`src/rtl/multicycle_ctrl_if.sv`:
```
// Control bundle between the multicycle sequencer and the RV32I datapath.
// The master side is the controller; the slave side is the datapath and
// the unified memory port that consume its select lines.
interface multicycle_ctrl_if;
    logic [31:0] instr;
    logic        mem_ready;
    logic        branch_taken;
    logic        mem_req;
    logic        mem_we;
    logic        addr_sel;
    logic        ir_we;
    logic        pc_we;
    logic [1:0]  pc_sel;
    logic        alu_src_b;
    logic [1:0]  alu_op;
    logic [2:0]  imm_type;
    logic        reg_we;
    logic [1:0]  wb_sel;
    logic        retire;
    logic [2:0]  state;
    logic        illegal;

    modport master (
        input  instr, mem_ready, branch_taken,
        output mem_req, mem_we, addr_sel, ir_we, pc_we, pc_sel, alu_src_b,
               alu_op, imm_type, reg_we, wb_sel, retire, state, illegal
    );

    modport slave (
        output instr, mem_ready, branch_taken,
        input  mem_req, mem_we, addr_sel, ir_we, pc_we, pc_sel, alu_src_b,
               alu_op, imm_type, reg_we, wb_sel, retire, state, illegal
    );
endinterface

```
`src/rtl/multicycle_ctrl.sv`:
```
// Multicycle sequencing controller for the RV32I core.
// Steps each instruction through FETCH, DECODE, EXEC, MEM and WB and drives
// the datapath select lines from the current state and the latched opcode.
// Optional feature: define MC_CTRL_ILLEGAL_TRAP_EN to trap unsupported opcodes
// into a HALT state; otherwise they retire as a NOP in DECODE.
module multicycle_ctrl (
    input  logic              clk,
    input  logic              rst,
    multicycle_ctrl_if.master bus
);

    typedef enum logic [2:0] {
        FETCH  = 3'd0,
        DECODE = 3'd1,
        EXEC   = 3'd2,
        MEM    = 3'd3,
        WB     = 3'd4
`ifdef MC_CTRL_ILLEGAL_TRAP_EN
        ,
        HALT   = 3'd5
`endif
    } state_t;

    localparam logic [6:0] OPC_LOAD   = 7'b0000011;
    localparam logic [6:0] OPC_STORE  = 7'b0100011;
    localparam logic [6:0] OPC_BRANCH = 7'b1100011;
    localparam logic [6:0] OPC_JAL    = 7'b1101111;
    localparam logic [6:0] OPC_JALR   = 7'b1100111;
    localparam logic [6:0] OPC_OPIMM  = 7'b0010011;
    localparam logic [6:0] OPC_OP     = 7'b0110011;

    state_t     state_q;
    state_t     state_d;
    logic [6:0] opcode;
    logic       supported;
    logic [2:0] immDecoded;
    logic       unusedInstrBits;

    assign opcode = bus.instr[6:0];

    // Only the opcode steers sequencing; the remaining fields feed the datapath.
    assign unusedInstrBits = ^bus.instr[31:7];

    // Opcode classification and the immediate format each supported opcode uses.
    always_comb begin
        supported  = 1'b1;
        immDecoded = 3'd4;
        unique case (opcode)
            OPC_OPIMM, OPC_LOAD, OPC_JALR: immDecoded = 3'd0;
            OPC_STORE:                     immDecoded = 3'd1;
            OPC_BRANCH:                    immDecoded = 3'd2;
            OPC_JAL:                       immDecoded = 3'd3;
            OPC_OP:                        immDecoded = 3'd4;
            default:                       supported  = 1'b0;
        endcase
    end

    // State register; reset always returns the sequencer to FETCH.
    always_ff @(posedge clk) begin
        if (rst) begin
            state_q <= FETCH;
        end else begin
            state_q <= state_d;
        end
    end

    // Next-state and Moore outputs; reset forces every output low.
    always_comb begin
        state_d       = state_q;
        bus.mem_req   = 1'b0;
        bus.mem_we    = 1'b0;
        bus.addr_sel  = 1'b0;
        bus.ir_we     = 1'b0;
        bus.pc_we     = 1'b0;
        bus.pc_sel    = 2'd0;
        bus.alu_src_b = 1'b0;
        bus.alu_op    = 2'd0;
        bus.imm_type  = 3'd4;
        bus.reg_we    = 1'b0;
        bus.wb_sel    = 2'd0;
        bus.retire    = 1'b0;
        bus.illegal   = 1'b0;

        unique case (state_q)
            FETCH: begin
                bus.mem_req = 1'b1;
                if (bus.mem_ready) begin
                    bus.ir_we = 1'b1;
                    state_d   = DECODE;
                end
            end
            DECODE: begin
                bus.imm_type = immDecoded;
                if (supported) begin
                    state_d = EXEC;
                end else begin
`ifdef MC_CTRL_ILLEGAL_TRAP_EN
                    state_d = HALT;
`else
                    bus.pc_we  = 1'b1;
                    bus.retire = 1'b1;
                    state_d    = FETCH;
`endif
                end
            end
            EXEC: begin
                bus.imm_type = immDecoded;
                unique case (opcode)
                    OPC_OP, OPC_OPIMM: begin
                        bus.alu_op    = 2'd1;
                        bus.alu_src_b = (opcode == OPC_OPIMM);
                        state_d       = WB;
                    end
                    OPC_LOAD, OPC_STORE: begin
                        bus.alu_src_b = 1'b1;
                        state_d       = MEM;
                    end
                    OPC_BRANCH: begin
                        bus.alu_op = 2'd2;
                        bus.pc_we  = 1'b1;
                        bus.pc_sel = bus.branch_taken ? 2'd1 : 2'd0;
                        bus.retire = 1'b1;
                        state_d    = FETCH;
                    end
                    OPC_JAL, OPC_JALR: state_d = WB;
                    default:           state_d = FETCH;
                endcase
            end
            MEM: begin
                bus.imm_type = immDecoded;
                bus.mem_req  = 1'b1;
                bus.addr_sel = 1'b1;
                bus.mem_we   = (opcode == OPC_STORE);
                if (bus.mem_ready) begin
                    if (opcode == OPC_STORE) begin
                        bus.pc_we  = 1'b1;
                        bus.retire = 1'b1;
                        state_d    = FETCH;
                    end else begin
                        state_d = WB;
                    end
                end
            end
            WB: begin
                bus.imm_type = immDecoded;
                bus.reg_we   = 1'b1;
                bus.pc_we    = 1'b1;
                bus.retire   = 1'b1;
                state_d      = FETCH;
                unique case (opcode)
                    OPC_LOAD: bus.wb_sel = 2'd1;
                    OPC_JAL: begin
                        bus.wb_sel = 2'd2;
                        bus.pc_sel = 2'd1;
                    end
                    OPC_JALR: begin
                        bus.wb_sel = 2'd2;
                        bus.pc_sel = 2'd2;
                    end
                    default:  bus.wb_sel = 2'd0;
                endcase
            end
`ifdef MC_CTRL_ILLEGAL_TRAP_EN
            HALT: begin
                bus.imm_type = 3'd0;
                bus.illegal  = 1'b1;
                state_d      = HALT;
            end
`endif
            default: begin
                bus.imm_type = 3'd0;
                state_d      = FETCH;
            end
        endcase

        if (rst) begin
            bus.mem_req   = 1'b0;
            bus.mem_we    = 1'b0;
            bus.addr_sel  = 1'b0;
            bus.ir_we     = 1'b0;
            bus.pc_we     = 1'b0;
            bus.pc_sel    = 2'd0;
            bus.alu_src_b = 1'b0;
            bus.alu_op    = 2'd0;
            bus.imm_type  = 3'd0;
            bus.reg_we    = 1'b0;
            bus.wb_sel    = 2'd0;
            bus.retire    = 1'b0;
            bus.illegal   = 1'b0;
        end
    end

    // Debug view of the sequencer position, held at zero during reset.
    always_comb begin
        bus.state = rst ? 3'd0 : state_q;
    end

endmodule

```
`src/flat_wrapper.sv`:
```
// flat-port wrapper written by rule: the top's interface ports become plain ports
module multicycle_ctrl_flat 
  (clk, rst, bus_instr, bus_mem_ready, bus_branch_taken, bus_mem_req, bus_mem_we, bus_addr_sel, bus_ir_we, bus_pc_we, bus_pc_sel, bus_alu_src_b, bus_alu_op, bus_imm_type, bus_reg_we, bus_wb_sel, bus_retire, bus_state, bus_illegal);
  multicycle_ctrl_if bus_i ();
  input  logic clk;
  input  logic rst;
  input wire logic [$bits(bus_i.instr)-1:0] bus_instr;
  input wire logic [$bits(bus_i.mem_ready)-1:0] bus_mem_ready;
  input wire logic [$bits(bus_i.branch_taken)-1:0] bus_branch_taken;
  output wire logic [$bits(bus_i.mem_req)-1:0] bus_mem_req;
  output wire logic [$bits(bus_i.mem_we)-1:0] bus_mem_we;
  output wire logic [$bits(bus_i.addr_sel)-1:0] bus_addr_sel;
  output wire logic [$bits(bus_i.ir_we)-1:0] bus_ir_we;
  output wire logic [$bits(bus_i.pc_we)-1:0] bus_pc_we;
  output wire logic [$bits(bus_i.pc_sel)-1:0] bus_pc_sel;
  output wire logic [$bits(bus_i.alu_src_b)-1:0] bus_alu_src_b;
  output wire logic [$bits(bus_i.alu_op)-1:0] bus_alu_op;
  output wire logic [$bits(bus_i.imm_type)-1:0] bus_imm_type;
  output wire logic [$bits(bus_i.reg_we)-1:0] bus_reg_we;
  output wire logic [$bits(bus_i.wb_sel)-1:0] bus_wb_sel;
  output wire logic [$bits(bus_i.retire)-1:0] bus_retire;
  output wire logic [$bits(bus_i.state)-1:0] bus_state;
  output wire logic [$bits(bus_i.illegal)-1:0] bus_illegal;
  assign bus_i.instr = bus_instr;
  assign bus_i.mem_ready = bus_mem_ready;
  assign bus_i.branch_taken = bus_branch_taken;
  assign bus_mem_req = bus_i.mem_req;
  assign bus_mem_we = bus_i.mem_we;
  assign bus_addr_sel = bus_i.addr_sel;
  assign bus_ir_we = bus_i.ir_we;
  assign bus_pc_we = bus_i.pc_we;
  assign bus_pc_sel = bus_i.pc_sel;
  assign bus_alu_src_b = bus_i.alu_src_b;
  assign bus_alu_op = bus_i.alu_op;
  assign bus_imm_type = bus_i.imm_type;
  assign bus_reg_we = bus_i.reg_we;
  assign bus_wb_sel = bus_i.wb_sel;
  assign bus_retire = bus_i.retire;
  assign bus_state = bus_i.state;
  assign bus_illegal = bus_i.illegal;
  multicycle_ctrl u_core (.clk(clk), .rst(rst), .bus(bus_i));
endmodule
```
`config.mk`:
```
export PLATFORM = sky130hd
export DESIGN_NAME = multicycle_ctrl_flat
export DESIGN_NICKNAME = d
export VERILOG_FILES = /design/src/rtl/multicycle_ctrl_if.sv /design/src/rtl/multicycle_ctrl.sv /design/src/flat_wrapper.sv
export SDC_FILE = /design/constraint.sdc
export NUM_CORES = 1
export LEC_CHECK = 0
export BUFFER_PORTS_ARGS = -buffer_cell sky130_fd_sc_hd__buf_2
export CORE_UTILIZATION = 32
export DETAILED_ROUTE_END_ITERATION = 10
export GPL_TIMING_DRIVEN = 0
export PLACE_DENSITY = 0.79
export SYNTH_ARGS = -nofsm -noshare
export SYNTH_HDL_FRONTEND = slang
export SYNTH_SLANG_ARGS = --single-unit
```
`constraint.sdc`:
```
create_clock -name clk -period 2.6 [get_ports clk]
set_input_delay 0.52 -clock clk [delete_from_list [all_inputs] [get_ports clk]]
set_output_delay 0.52 -clock clk [all_outputs]
set_load 0.05 [all_outputs]
```
==> implementation parameters, run 1 <==
Parameter                              Value

Status
  Outcome    finished, final reports clean

Finish
  Count of antenna diodes in the layout    0
  Non-filler cells, final    128
  Fillers    125
  Net count reported at finish    150
  Share of cells above drive strength 1    0.522
  Final core utilization    0.632
  Top Registers    u_core.state_q: 3 flops
  Flip-flop count of the largest register, all copies and words added    3
  Finished layout cell area    843 um2
  Synthesis-to-finish area growth    78.3%
  Register with the most flip-flops    u_core.state_q
  Most frequent standard cell in the layout excluding fill and tap cells    sky130_fd_sc_hd__buf_2
  Most used cells in the layout excluding fill and tap cells    sky130_fd_sc_hd__buf_2, sky130_fd_sc_hd__nand2_1, sky130_fd_sc_hd__nor2_1, sky130_fd_sc_hd__buf_4

Route
  DRC viols    0
  Detailed-route vias per instance    5.44
  Total Wirelength    1.60 mm
  Detail-routed net length per standard cell    around 12 um
  Residual antenna-violating net count after detailed routing    0
  Iteration count of the initial detailed-routing pass    4
  Vias after detailed routing    between 600 and 700
  Detailed Route Iter0 Violations    16

Min path
  Worst min-delay path category    in2reg

Timing
  Minimum period implied by the final worst setup slack    2.58 ns
  Setup repair after global routing missed its margin    yes
  Highest clock frequency the design can meet    0.388 GHz
  Setup TNS    0 ns
  Worst hold margin    0.631 ns
  Clk_skew    0.00329 ns
  Final worst-path cycle share    0.992
  Slew Viols, Final    0
  Final setup violation count    0
  Final Hold Vio Count    0

Clock network
  Clock tree root driver cell    sky130_fd_sc_hd__clkbuf_4
  Clock H-tree levels    1
  Number of buffers inserted during clock tree synthesis    3
  Clock insertion delay at the later pin of the skew report    0.23 ns
  TritonCTS clock tree    built
  Number of buffers on the longest clock path    2
  # clock sinks    3
  Post-CTS clock slew at the launch and capture registers of the worst setup and hold paths    0.04 ns
  Hold Buf Count CTS    0

Placement
  Placed cells    120
  Port buffer count    29
  DP Wirelength    between 1 and 1.5 mm
  Total cell area at the placement stage    between 700 and 800 um2
  Final GP Congestion    0.809

Synth
  Top post-synthesis cells by area    sky130_fd_sc_hd__dfxtp_1, sky130_fd_sc_hd__nand2_1, sky130_fd_sc_hd__nor2_1, sky130_fd_sc_hd__nor3_1, sky130_fd_sc_hd__a21oi_1
  EDFF count, synth    0
  Fraction of post-synthesis cell area in the top cell type by area    0.127
  Count of synthesis-stage warnings from yosys    0
  Synthesized instance count    76
  Fraction of synthesis flops using an asynchronous set or reset pin    0
  Main synth FF type    sky130_fd_sc_hd__dfxtp_1
  Cell type contributing the most total cell area after synthesis    sky130_fd_sc_hd__dfxtp_1
  Unique cell type count in the Yosys netlist    34
  Cell Area, Synth    473 um2
  Synth Area per Inst    6.22 um2
  Number of storage elements in the synthesis netlist    3
  Sequential fraction of the synthesis area    0.127
  Net count of the mapped netlist    approximately 110

Setup path
  Req. time, crit path    2.08 ns
  Max FO, Critical Path    5
  Critical Path Sink Type    primary output
  Arrival time worst endpoint    2.06 ns
  Kind of start point of the critical path    input pin
  Setup CP Type    in2out

Pwr
  Worst voltage drop across the vdd grid    0.209 mV
  Leakage power    0.386 nW
  Power density relative to cell area    252 mW/mm2

Global routing
  Antenna violations before repair    0
  Number of global-route vias before repair    517
  Pin count of the biggest net entering global routing    11
  Global Route Usage Sum    0.194
  Overflow left after global routing    0
  First-pass GRT wire length    2.12 mm

Floorplan
  Die ar.    0.00164 mm2
  Core footprint    about 0.0013 mm2
  Placement row count    13
  Vertical die dimension    between 40 and 50 um
  Horiz. Die Dim    just over 40 um
  Initial Util    0.355
  I/O Pins    57

Job
  Number of max-cap violations    0
-- timing repair --
action                                  CTS  global route
gates resized for setup                   6             7
pin swaps                                 0             4
endpoints found under the setup margin    2             2
buffers inserted                          5             1
-- power breakdown --
| group | internal [mW] | switching (mW) | leakage (nW) |
|---|---|---|---|
| Combinational | 0.0304 | 0.0551 | 0.347 |
| Clock | 0.0573 | 0.0211 | 0.0150 |
| Sequential | 0.0474 | 0.000922 | 0.0244 |
-- through the flow --
stage                     setup slack, ns  total power, mW
after CTS                         0.00476            0.212
after detailed placement           -0.218            0.126
final                              0.0210            0.212
after floorplan                    -0.531            0.104
after global routing              -0.0144            0.228
after global placement             -0.182            0.124
-- cell type report --
| class | count | area [um2] | area share |
|---|---|---|---|
| timing repair buffer | 35 | 215 | 0.255 |
| clock buffer | 4 | 26.3 | 0.0312 |
| tap | 15 | 18.8 | 0.0223 |
| sequential | 3 | 60.1 | 0.0712 |
| inverter | 3 | 11.3 | 0.0134 |
| buffer | 5 | 35.0 | 0.0415 |
| multi-input combinational | 63 | 477 | 0.565 |
-- kinds of logic after synthesis --
kind of cell,count (synthesis),synth area share
compound gates,15,0.212
mux,2,0.0450
flops,3,0.127
other cells,1,0.00793
buf+inv,10,0.100
simple gates,45,0.508
-- worst max-delay path, cell delays in order --
cell and delay, ns:
sky130_fd_sc_hd__buf_8 0.11, sky130_fd_sc_hd__nand4bb_1 0.18, sky130_fd_sc_hd__buf_6 0.15, sky130_fd_sc_hd__or2_4 0.25, sky130_fd_sc_hd__or4_4 0.53, sky130_fd_sc_hd__a21oi_4 0.16
sky130_fd_sc_hd__buf_6 0.17
-- metal layers --
metal,wire length [um],global-route usage
met2,798,0.333
met5,0,0
met1,680,0.246
met4,0,0.0750
met3,118,0.0167
-- synth_stat cells, types with 2 or more instances --
cell type                   instances
sky130_fd_sc_hd__a2111oi_0          2
sky130_fd_sc_hd__a21oi_1            5
sky130_fd_sc_hd__buf_4              2
sky130_fd_sc_hd__clkbuf_1           3
sky130_fd_sc_hd__dfxtp_1            3
sky130_fd_sc_hd__inv_1              3
sky130_fd_sc_hd__nand2_1            9
sky130_fd_sc_hd__nand2b_1           2
sky130_fd_sc_hd__nand3_1            2
sky130_fd_sc_hd__nor2_1             9
sky130_fd_sc_hd__nor2b_1            4
sky130_fd_sc_hd__nor3_1             6
sky130_fd_sc_hd__nor4_1             2
sky130_fd_sc_hd__o22ai_1            2
sky130_fd_sc_hd__or3_1              3
-- final timing paths --
check,cells after the start,slack (ns),start,endpoint
hold reg to reg,3,0.70,u_core.state_q[1],u_core.state_q[1]
hold / removal,3,0.63,bus_mem_ready,u_core.state_q[2]
setup reg to reg,4,1.34,u_core.state_q[0],u_core.state_q[1]
setup / recovery,7,0.02,bus_instr[3],bus_pc_sel[0]
Note: power is estimated with default switching activity, not from simulation.
==> run 2, diff against run 1 <==
Settings changed: CAP_MARGIN from default to 20, CORE_MARGIN from default to 4.
==> run 2 against run 1 <==
Net effect:
- combinational power increased by 2%
- clock skew increased by 0.0076 ns
- core utilization increased by 0.81 points
- sequential share of layout area decreased by 0.18 points
- first-iteration DRC count increased by 50%
==> implementation parameters, run 2 (synthesis results as in run 1) <==
Parameter                              Value

Global routing
  Pin count of the biggest net entering global routing    11
  Overflow left after global routing    0
  First-pass GRT wire length    2.62 mm
  Number of global-route vias before repair    591
  Global Route Usage Sum    0.175
  Antenna violations before repair    0

Timing
  Post-route worst setup slack    0.0418 ns
  Clk_skew    0.0109 ns
  Final Hold Vio Count    0
  Slew Viols, Final    0
  Worst hold margin    about 0.61 ns
  Minimum period implied by the final worst setup slack    2.56 ns
  Final setup violation count    0
  Highest clock frequency the design can meet    0.391 GHz
  Setup repair after global routing missed its margin    yes
  Final worst-path cycle share    0.984

Finish
  Most used cells in the layout excluding fill and tap cells    sky130_fd_sc_hd__buf_2, sky130_fd_sc_hd__buf_4, sky130_fd_sc_hd__nand2_1, sky130_fd_sc_hd__nor2_1
  Top Registers    u_core.state_q: 3 flops
  Count of antenna diodes in the layout    0
  Flip-flop count of the largest register, all copies and words added    3
  Fillers    123
  Share of cells above drive strength 1    0.539
  Synthesis-to-finish area growth    82.8%
  Net count reported at finish    152
  Register with the most flip-flops    u_core.state_q
  Most frequent standard cell in the layout excluding fill and tap cells    sky130_fd_sc_hd__buf_2

Setup path
  Critical register-to-register path endpoint    u_core.state_q[2]
  Origin of the critical flop-to-flop path    u_core.state_q[0]
  Depth of the most critical reg-to-reg path    3
  Kind of start point of the critical path    input pin
  Crit path from    bus_instr[2]
  Critical Path Sink Type    primary output
  Req. time, crit path    2.08 ns
  Setup CP Type    in2out
  Arrival time worst endpoint    2.04 ns
  R2R Setup Slk    about 1.3 ns
  Max FO, Critical Path    4

Floorplan
  Horiz. Die Dim    about 46 um
  Die ar.    0.00216 mm2
  Initial Util    0.350
  Core footprint    0.00135 mm2
  I/O Pins    57
  Vertical die dimension    46.4 um
  Placement row count    13

Clock network
  Clock H-tree levels    1
  TritonCTS clock tree    built
  Post-CTS clock slew at the launch and capture registers of the worst setup and hold paths    0.04 ns
  Number of buffers on the longest clock path    2
  # clock sinks    3
  Clock insertion delay at the later pin of the skew report    0.25 ns
  Number of buffers inserted during clock tree synthesis    3
  Clock tree root driver cell    sky130_fd_sc_hd__clkbuf_4

Route
  Iteration count of the initial detailed-routing pass    4
  DRC viols    0
  Vias after detailed routing    715
  Residual antenna-violating net count after detailed routing    0
  Detail-routed net length per standard cell    between 10 and 15 um
  Detailed Route Iter0 Violations    24
  Detailed-route vias per instance    approximately 5.5
  Total Wirelength    1.74 mm

Pwr
  Leakage power    0.397 nW
  Power density relative to cell area    about 260 mW/mm2
  Worst voltage drop across the vdd grid    0.246 mV

Placement
  DP Wirelength    between 1 and 1.5 mm
  Final GP Congestion    between 0.8 and 0.9
  Post-placement setup slack    -0.220 ns
  Port buffer count    29

Min path
  Endpoint with the worst hold slack    u_core.state_q[2]
  Worst min-delay path category    in2reg
  Worst hold path stage count    3
  Worst Min Path Start    bus_mem_ready

Job
  Number of max-cap violations    0

Status
  Outcome    finished, final reports clean
-- run 2: worst max-delay path by stage --
stage                          to  slack (ns)  cells after the start
floorplan              bus_retire       -0.53                      5
global placement    bus_pc_sel[0]       -0.18                      7
global route        bus_pc_sel[0]       -0.02                      7
CTS                 bus_pc_sel[0]       0.005                      7
finish              bus_pc_sel[0]        0.04                      7
detailed placement  bus_pc_sel[0]       -0.22                      6
-- run 2: where the power goes --
part,internal [mW],switching (mW),total (mW)
combinational,0.0319,0.0552,0.0872
sequential,0.0473,0.000902,0.0482
clock,0.0578,0.0300,0.0878
-- run 2: per-layer routing --
layer | global-route usage | part of all wire | up-vias | wire length, um
met5 | 0 | 0 | - | 0
met1 | 0.213 | 0.38 | 309 | 658
met3 | 0.0547 | 0.097 | 7 | 168
met2 | 0.255 | 0.48 | 45 | 839
met4 | 0.125 | 0.043 | 0 | 74
li1 | - | - | 354 | -
-- run 2: repair_timing --
item | in CTS | in global routing
gates resized for setup | 6 | 8
buffers inserted | 4 | 4
setup endpoints to repair | 2 | 4
hold buffers | 0 | 0
pin swaps | 1 | 4
-- run 2: cell type report --
cell class,count,area [um2],share of cell area
multi-input combinational,63,483,0.559
inverter,3,11.3,0.0130
tap,15,18.8,0.0217
sequential,3,60.1,0.0695
clock buffer,4,26.3,0.0304
buffer,5,35.0,0.0405
timing repair buffer,37,230,0.266
-- run 2: metrics by stage --
step | area (um2) | std cells | total power [mW] | utilization | TNS [ns]
finish | 865 | 130 | 0.223 | 0.640 | 0
detailed placement | 736 | 120 | 0.126 | 0.545 | -0.253
CTS | 811 | 128 | 0.218 | 0.601 | 0
global route | 865 | 130 | 0.241 | 0.640 | -0.0398
global placement | 736 | 120 | 0.125 | 0.545 | -0.185
floorplan | 572 | 76 | 0.104 | - | -0.946
-- run 2: critical path: stages --
cell	delay [ns]
sky130_fd_sc_hd__buf_6	0.09
sky130_fd_sc_hd__nand4bb_1	0.19
sky130_fd_sc_hd__buf_6	0.14
sky130_fd_sc_hd__or2_4	0.24
sky130_fd_sc_hd__or4_4	0.53
sky130_fd_sc_hd__a21oi_4	0.16
sky130_fd_sc_hd__buf_6	0.17
